[src/rtl/report_pkg.sv]
// Shared types for the report collector: the buffered entry layout and default sizing.
package report_pkg;

   localparam int unsigned REPORT_OFFSET_W           = 32;
   localparam int unsigned REPORT_MAX_N              = 8;
   localparam int unsigned REPORT_FIFO_DEPTH_DEFAULT = 16;

   typedef struct packed {
      logic [REPORT_OFFSET_W-1:0] offset;
      logic [REPORT_MAX_N-1:0]    report;
   } report_entry_t;

endpackage

[src/rtl/report_collector_if.sv]
// Valid/ready stream carrying tagged report entries to the kernel output writer.
interface report_collector_if #(
   parameter int unsigned N_REPORTS = 1,
   parameter int unsigned OFFSET_W  = 32
);

   logic                 out_valid;
   logic                 out_ready;
   logic [OFFSET_W-1:0]  out_offset;
   logic [N_REPORTS-1:0] out_report;

   modport master (output out_valid, output out_offset, output out_report, input out_ready);
   modport slave  (input out_valid, input out_offset, input out_report, output out_ready);

endinterface

[src/rtl/report_fifo.sv]
// Single-clock register FIFO with zero read latency; pointers carry an extra wrap bit.
module report_fifo
   import report_pkg::*;
#(
   parameter int unsigned DEPTH = REPORT_FIFO_DEPTH_DEFAULT,
   localparam int unsigned AW    = $clog2(DEPTH),
   localparam int unsigned PTR_W = AW + 1
) (
   input  logic              clk,
   input  logic              reset,
   input  logic              clear,
   input  logic              push,
   input  logic              pop,
   input  report_entry_t     wdata,
   output report_entry_t     rdata,
   output logic              full,
   output logic              empty,
   output logic [PTR_W-1:0]  level
);

   report_entry_t    mem_q [DEPTH];
   logic [PTR_W-1:0] wr_ptr_q;
   logic [PTR_W-1:0] rd_ptr_q;

   always_ff @(posedge clk or negedge reset) begin
      if (!reset) begin
         wr_ptr_q <= '0;
         rd_ptr_q <= '0;
      end else if (clear) begin
         wr_ptr_q <= '0;
         rd_ptr_q <= '0;
      end else begin
         if (push) wr_ptr_q <= wr_ptr_q + PTR_W'(1);
         if (pop)  rd_ptr_q <= rd_ptr_q + PTR_W'(1);
      end
   end

   // A full push with a same-cycle pop overwrites the slot being read out; the read is
   // combinational so the head leaves before the write lands.
   always_ff @(posedge clk or negedge reset) begin
      if (!reset) begin
         for (int i = 0; i < DEPTH; i++) mem_q[i] <= '0;
      end else if (push && !clear) begin
         mem_q[wr_ptr_q[AW-1:0]] <= wdata;
      end
   end

   assign rdata = mem_q[rd_ptr_q[AW-1:0]];
   assign empty = (wr_ptr_q == rd_ptr_q);
   assign full  = (wr_ptr_q[AW] != rd_ptr_q[AW]) && (wr_ptr_q[AW-1:0] == rd_ptr_q[AW-1:0]);
   assign level = wr_ptr_q - rd_ptr_q;

endmodule

[src/rtl/report_collector.sv]
// Tags automaton report cycles with their symbol offset and buffers them for the output writer.
// Optional drop counter enabled by REPORT_COLLECTOR_DROP_COUNT_EN.
module report_collector
   import report_pkg::*;
#(
   parameter int unsigned N_REPORTS  = 1,
   parameter int unsigned OFFSET_W   = 32,
   parameter int unsigned FIFO_DEPTH = REPORT_FIFO_DEPTH_DEFAULT,
   localparam int unsigned LVL_W     = $clog2(FIFO_DEPTH) + 1
) (
   input  logic                 clk,
   input  logic                 reset,
   input  logic                 run,
   input  logic                 clear,
   input  logic [N_REPORTS-1:0] report,
   report_collector_if.master   out,
   output logic [LVL_W-1:0]     fifo_level,
   output logic                 overflow
`ifdef REPORT_COLLECTOR_DROP_COUNT_EN
   ,
   output logic [15:0]          drop_count
`endif
);

   logic                run_q;
   logic [OFFSET_W-1:0] offset_q;
   logic [OFFSET_W-1:0] tag_q;
   logic                overflow_q;
   logic                capture;
   logic                push;
   logic                pop;
   logic                drop;
   logic                full;
   logic                empty;
   logic                unused_entry;
   report_entry_t       wdata;
   report_entry_t       rdata;

   // Reports lag their symbol by one cycle (registered in the STE), so run/offset are
   // delayed by one register to line up with them.
   always_ff @(posedge clk or negedge reset) begin
      if (!reset) begin
         run_q      <= 1'b0;
         offset_q   <= '0;
         tag_q      <= '0;
         overflow_q <= 1'b0;
      end else if (clear) begin
         run_q      <= 1'b0;
         offset_q   <= '0;
         tag_q      <= '0;
         overflow_q <= 1'b0;
      end else begin
         run_q <= run;
         tag_q <= offset_q;
         if (run)  offset_q   <= offset_q + OFFSET_W'(1);
         if (drop) overflow_q <= 1'b1;
      end
   end

   assign capture = run_q && (|report) && !clear;
   assign pop     = out.out_valid && out.out_ready;
   assign push    = capture && (!full || pop);
   assign drop    = capture && full && !pop;

   always_comb begin
      wdata        = '0;
      wdata.offset = REPORT_OFFSET_W'(tag_q);
      wdata.report = REPORT_MAX_N'(report);
   end

   report_fifo #(
      .DEPTH (FIFO_DEPTH)
   ) u_fifo (
      .clk   (clk),
      .reset (reset),
      .clear (clear),
      .push  (push),
      .pop   (pop),
      .wdata (wdata),
      .rdata (rdata),
      .full  (full),
      .empty (empty),
      .level (fifo_level)
   );

   // Stale slot contents stay hidden while empty so idle outputs read as zero.
   assign out.out_valid  = !empty;
   assign out.out_offset = empty ? '0 : rdata.offset[OFFSET_W-1:0];
   assign out.out_report = empty ? '0 : rdata.report[N_REPORTS-1:0];
   assign overflow       = overflow_q;
   assign unused_entry   = ^rdata;

`ifdef REPORT_COLLECTOR_DROP_COUNT_EN
   logic [15:0] drop_cnt_q;

   always_ff @(posedge clk or negedge reset) begin
      if (!reset) begin
         drop_cnt_q <= '0;
      end else if (clear) begin
         drop_cnt_q <= '0;
      end else if (drop && (drop_cnt_q != 16'hFFFF)) begin
         drop_cnt_q <= drop_cnt_q + 16'd1;
      end
   end

   assign drop_count = drop_cnt_q;
`endif

endmodule

[src/flat_wrapper.sv]
// flat-port wrapper written by rule: the top's interface ports become plain ports
module report_collector_flat import report_pkg::*;
#(
   parameter int unsigned N_REPORTS  = 1,
   parameter int unsigned OFFSET_W   = 32,
   parameter int unsigned FIFO_DEPTH = REPORT_FIFO_DEPTH_DEFAULT,
   localparam int unsigned LVL_W     = $clog2(FIFO_DEPTH) + 1
)
  (clk, reset, run, clear, report, fifo_level, overflow, out_out_valid, out_out_offset, out_out_report, out_out_ready);
  report_collector_if #(.N_REPORTS(N_REPORTS), .OFFSET_W(OFFSET_W)) out_i ();
  input  logic clk;
  input  logic reset;
  input  logic run;
  input  logic clear;
  input  logic [N_REPORTS-1:0] report;
  output logic [LVL_W-1:0] fifo_level;
  output logic overflow;
  output wire logic [$bits(out_i.out_valid)-1:0] out_out_valid;
  output wire logic [$bits(out_i.out_offset)-1:0] out_out_offset;
  output wire logic [$bits(out_i.out_report)-1:0] out_out_report;
  input wire logic [$bits(out_i.out_ready)-1:0] out_out_ready;
  assign out_out_valid = out_i.out_valid;
  assign out_out_offset = out_i.out_offset;
  assign out_out_report = out_i.out_report;
  assign out_i.out_ready = out_out_ready;
  report_collector #(.N_REPORTS(N_REPORTS), .OFFSET_W(OFFSET_W), .FIFO_DEPTH(FIFO_DEPTH)) u_core (.clk(clk), .reset(reset), .run(run), .clear(clear), .report(report), .out(out_i), .fifo_level(fifo_level), .overflow(overflow));
endmodule
[config.mk]
export PLATFORM = sky130hd
export DESIGN_NAME = report_collector_flat
export DESIGN_NICKNAME = d
export VERILOG_FILES = /design/src/rtl/report_pkg.sv /design/src/rtl/report_collector_if.sv /design/src/rtl/report_fifo.sv /design/src/rtl/report_collector.sv /design/src/flat_wrapper.sv
export SDC_FILE = /design/constraint.sdc
export NUM_CORES = 1
export LEC_CHECK = 0
export CORE_ASPECT_RATIO = 0.5
export CORE_MARGIN = 8
export CORE_UTILIZATION = 55
export DETAILED_ROUTE_END_ITERATION = 8
export MAX_ROUTING_LAYER = met4
export PLACE_DENSITY = 0.84
export SYNTH_ARGS = -nofsm -noshare
export SYNTH_HDL_FRONTEND = slang
export SYNTH_HIERARCHICAL = 1
export SYNTH_SLANG_ARGS = --single-unit
[constraint.sdc]
create_clock -name clk -period 3.3 [get_ports clk]
set_input_delay 0.33 -clock clk [delete_from_list [all_inputs] [get_ports clk]]
set_output_delay 0.33 -clock clk [all_outputs]
set_load 0.005 [all_outputs]
; Word level (Yosys, flattened, before mapping)
; Cells that the tools add are included.
[word_totals]
output_inout_bits = 40
in_bits = 6
ff_bits = 716
[op_classes]
bitwise_logic = 2
reduce_logical = 18
eq_ne = 3
n_addsub = 4
n_lt_le_gt_ge = 3
mux = 18
[op_table]
columns = op, count
row1 = 640-bit bitwise mux, 1
row2 = 40-bit binary-select mux with 4-bit select, 1
row3 = 40-bit demux with 4-bit select, 1
row4 = 32-bit 2-to-1 mux, 4
row5 = 40-bit 2-to-1 mux, 3
row6 = 32-bit by 1-bit adder with 32-bit output (second input constant), 1
row7 = 5-bit 2-to-1 mux, 4
row8 = 5-bit by 1-bit adder with 5-bit output (second input constant), 2
row9 = 5-bit >= comparator (second input constant), 2
row10 = 4-bit inverter with 5-bit output, 2
row11 = 1-bit logical AND, 9
row12 = 2-bit nonzero test, 4
row13 = 5-bit equality test, 1
row14 = 5-bit by 1-bit < comparator with 1-bit output (second input constant), 1
row15 = 5-bit subtractor, 1
row16 = 4-bit equality test, 1
row17 = 1-bit zero test, 4
row18 = 1-bit 2-to-1 mux, 4
row19 = 1-bit logical OR, 1
row20 = 1-bit inequality test, 1

; Depth between registers and ports, before layout
; Gate-level depths: netlist of run 1.
[logic_depth]
ltp_word = 7
ltp_mapped = 16
mapped_depth_nobuf = 11

; Hierarchy
; The synthesis of run 1 kept the hierarchy.
[modules_own_cells]
columns = mod, area_each_um2, cells_per_inst, instances
row1 = report_fifo, 30186.5, 1903, 1
row2 = report_collector, 3026.7, 283, 1

; Worst setup path before layout of run 1
; Ideal clock, no wire load.
[synth_path]
kind = reg2reg
start = reg u_core.u_fifo.rd_ptr_q[2]
end = reg u_core/u_fifo/mem_q[80] (netlist name)
path_stages_with_launch = 17
setup_slack_ns = -0.307
required_ns = 3.175
arrival_ns = 3.482
path_cell_list = dfrtp_1 buf_2 buf_2 buf_2 inv_1 ha_1 nand4_1 nor2_1 nor2b_1 nor2b_1 nor3_1 and2b_1 buf_6 nand2_8 nor2_4 buf_6 mux2_2
[synth_between]
elab_chain_len = 6
[synth_lines]
columns = item, line_no
row1 = start: declaration, report_fifo.sv:23  ; logic [PTR_W-1:0] rd_ptr_q;
row2 = start signal: assignment, report_fifo.sv:34  ; if (pop) rd_ptr_q <= rd_ptr_q + PTR_W'(1);
row3 = 5-bit equality test, report_fifo.sv:49  ; assign empty = (wr_ptr_q == rd_ptr_q);
row4 = net u_core.empty, report_collector.sv:34  ; logic empty;
row5 = 1-bit zero test, report_collector.sv:87  ; assign out.out_valid = !empty;
row6 = 1-bit logical AND, report_collector.sv:61  ; assign pop = out.out_valid && out.out_ready;
row7 = net u_core.pop, report_collector.sv:31  ; logic pop;
row8 = 1-bit logical OR, report_collector.sv:62  ; assign push = capture && (!full || pop);
row9 = 1-bit logical AND, report_collector.sv:62
row10 = net u_core.push, report_collector.sv:30  ; logic push;
row11 = 1-bit logical AND, report_fifo.sv:43  ; end else if (push && !clear) begin
row12 = end signal: indexed assignment, report_fifo.sv:44  ; mem_q[wr_ptr_q[AW-1:0]] <= wdata;
row13 = end: declaration, report_fifo.sv:21  ; report_entry_t mem_q [DEPTH];
; The timed path passes the listed nets, and every way through them passes these cells.
; A chain may end at the register's enable or synchronous reset.

==> metrics.yaml, run 1 <==
routing:
  wl_met3_um: 6200
  vias: 16900
  ant_nets: 0
  drt_iter0_markers: 1551
  drt_wl_total_um: 71500
  wl_met2_um: 33700
  drt-wirelength-per-cell_um: 26.9
  wl_met1_um: 29400
  drc_errors: 0
  via_per_inst: 6.35
  top_layer: "met4"
  firstDrtPassIters: 5
placed_design:
  dp.cells: 2532
  io_buffers: 45
  gp_congestion: 0.833
  dp_hpwl_um: 40600
layout:
  layout.cells.most_common: "dfrtp_1"
  stdcell_count: 2663
  num_antenna_cells: 0
  utilization: 0.635
  area.growth.synth_to_final_pct: 13.4
  layout_common_cells: "600 x dfrtp_1, 395 x mux2_2, 141 x mux2_1"
  drive_gt1_frac: 0.390
  fillers: 3426
  fin_nets: 1948
global_routing:
  grt_pass1_wl_um: 111000
  grt_max_degree: 80
  grt-ovfl-total: 0
  first_global_vias: 18100
  antenna_found_initial: 0
  grt_usage: 0.249
min_path:
  min_path_type: "in2async"
setup_path:
  end_kind: "output port"
  critPathKind: "reg2out"
  cp.required_ps: 2970
  crit_arrival_ps: 3050
  cp_max_fo: 7
  critPathLaunchType: "register"
  reg2reg_setup_slack_ps: 350
timing:
  worst_pin_slew_ps: 840
  rsz0062_at_grt: "true"
  period_minus_slack_ps: 3380
  hold_viol: 0
  finalClockSkew_ps: 19.5
  post-route-period-util: 1.02
  slew_headroom: 0.440
  setup_viol: 2
  finalMaxSlewViolations: 0
  fmax_mhz: 296
  setup_ws_ps: -78.0
floorplan:
  start_util: 0.560
  die_width_um: 337
  coreArea_um2: 50500
  ios: 46
  rows: 58
  die_h_um: 176
  dieArea_um2: 59400
cts:
  cts_tree: "done"
  cts_sinks: 604
  root_buffer: "clkbuf_16"
  clk_path_buf_depth: 3
  clk_latency_ps: 600
  cts_max_level: 2
  cts_buffers: 54
  path_clk_slew_ps: 60
status:
  status: "finished, violations left"
  violations: "setup timing"
yosys:
  yosysWarnings: 6
  netlist_area_um2: 28300
  synth_fp_nets: 1908
  syn-instance-count: 1891
  syn_area_per_cell_um2: 15.0
power:
  powerDensity_nw_per_um2: 451
  p_leak_nw: 15.5
  ir_worst_vdd_uv: 501
job:
  drv_cap: 0
==> per-stage QoR <==
stage	worst slack [ps]	hold WS, ps	instance area [um2]	setup TNS, ps	power (mW)
2_1_floorplan	49.7	34.4	28300	0	7.84
4_1_cts	-91.4	316	31900	-270	14.5
5_1_grt	-128	330	32100	-285	14.9
6_report	-78.0	310	32100	-83.1	14.5
3_3_place_gp	188	350	29600	0	8.10
3_5_place_dp	187	358	29600	0	8.11
==> layout make-up <==
cell class / instances / area (um2) / area share
tap: 690 / 863 / 0.0269
clock buffer: 84 / 1630 / 0.0506
timing repair buffer: 160 / 2160 / 0.0675
sequential: 604 / 15100 / 0.471
inverter: 13 / 48.8 / 0.00152
multi-input combinational: 1098 / 12100 / 0.377
clock inverter: 14 / 156 / 0.00487
==> critical path, stage by stage, from the launching register on <==
cell             delay [ps]
dfrtp_4                 480
buf_16                  190
buf_12                  140
mux4_2                  530
mux2i_1                 210
o21ai_1                 120
nor2b_1                 170
buf_4                   160
clkdlybuf4s50_1         440
==> state kept, by name, summed over array words and instances, names as in the netlist <==
signal                  flops
u_core/offset_q            32
u_core/overflow             1
u_core/run_q                1
u_core/tag_q               32
u_core/u_fifo/mem_q       528
u_core/u_fifo/rd_ptr_q      5
u_core/u_fifo/wr_ptr_q      5
==> final timing paths <==
| kind | from | cells past startpoint | end |
|---|---|---|---|
| worst min-delay path | reset | 2 | u_core/u_fifo/mem_q[391] |
| worst min register to register | u_core/u_fifo/mem_q[474] | 1 | u_core/u_fifo/mem_q[474] |
| worst max register to register | u_core/u_fifo/rd_ptr_q[2] | 14 | u_core/u_fifo/mem_q[114] |
| min in group clk | clear | 5 | u_core/u_fifo/wr_ptr_q[0] |
| worst max-delay path | u_core/u_fifo/rd_ptr_q[0] | 8 | out_out_offset[22] |
| max in group asynchronous | reset | 4 | u_core/u_fifo/mem_q[185] |
==> report_power, final <==
group	switching (mW)	internal [mW]	total, mW
Sequential	0.0182	7.42	7.43
Clock	2.82	3.55	6.37
Combinational	0.394	0.268	0.662
==> routing by layer <==
layer | vias up | track usage
met1 | 9055 | 0.328
met4 | 0 | 0.0830
met2 | 698 | 0.379
met3 | 158 | 0.0619
met5 | - | -
li1 | 7001 | -
==> timing repair <==
action                                  CTS  global route
pin swaps                                11            10
endpoints found under the setup margin   33            15
gates resized for setup                  68            22
buffers inserted                          8            17
gates cloned                              9             0
endpoints found under the hold margin    60             0
hold buffers                              1             0
(Power assumes the default switching activity.)
==> inputs of run 2 (changes only) <==
Settings changed: GPL_ROUTABILITY_DRIVEN set to 0.
==> results of run 2 <==
Same layout as run 1: the final DEF is identical, and so are final timing and power.
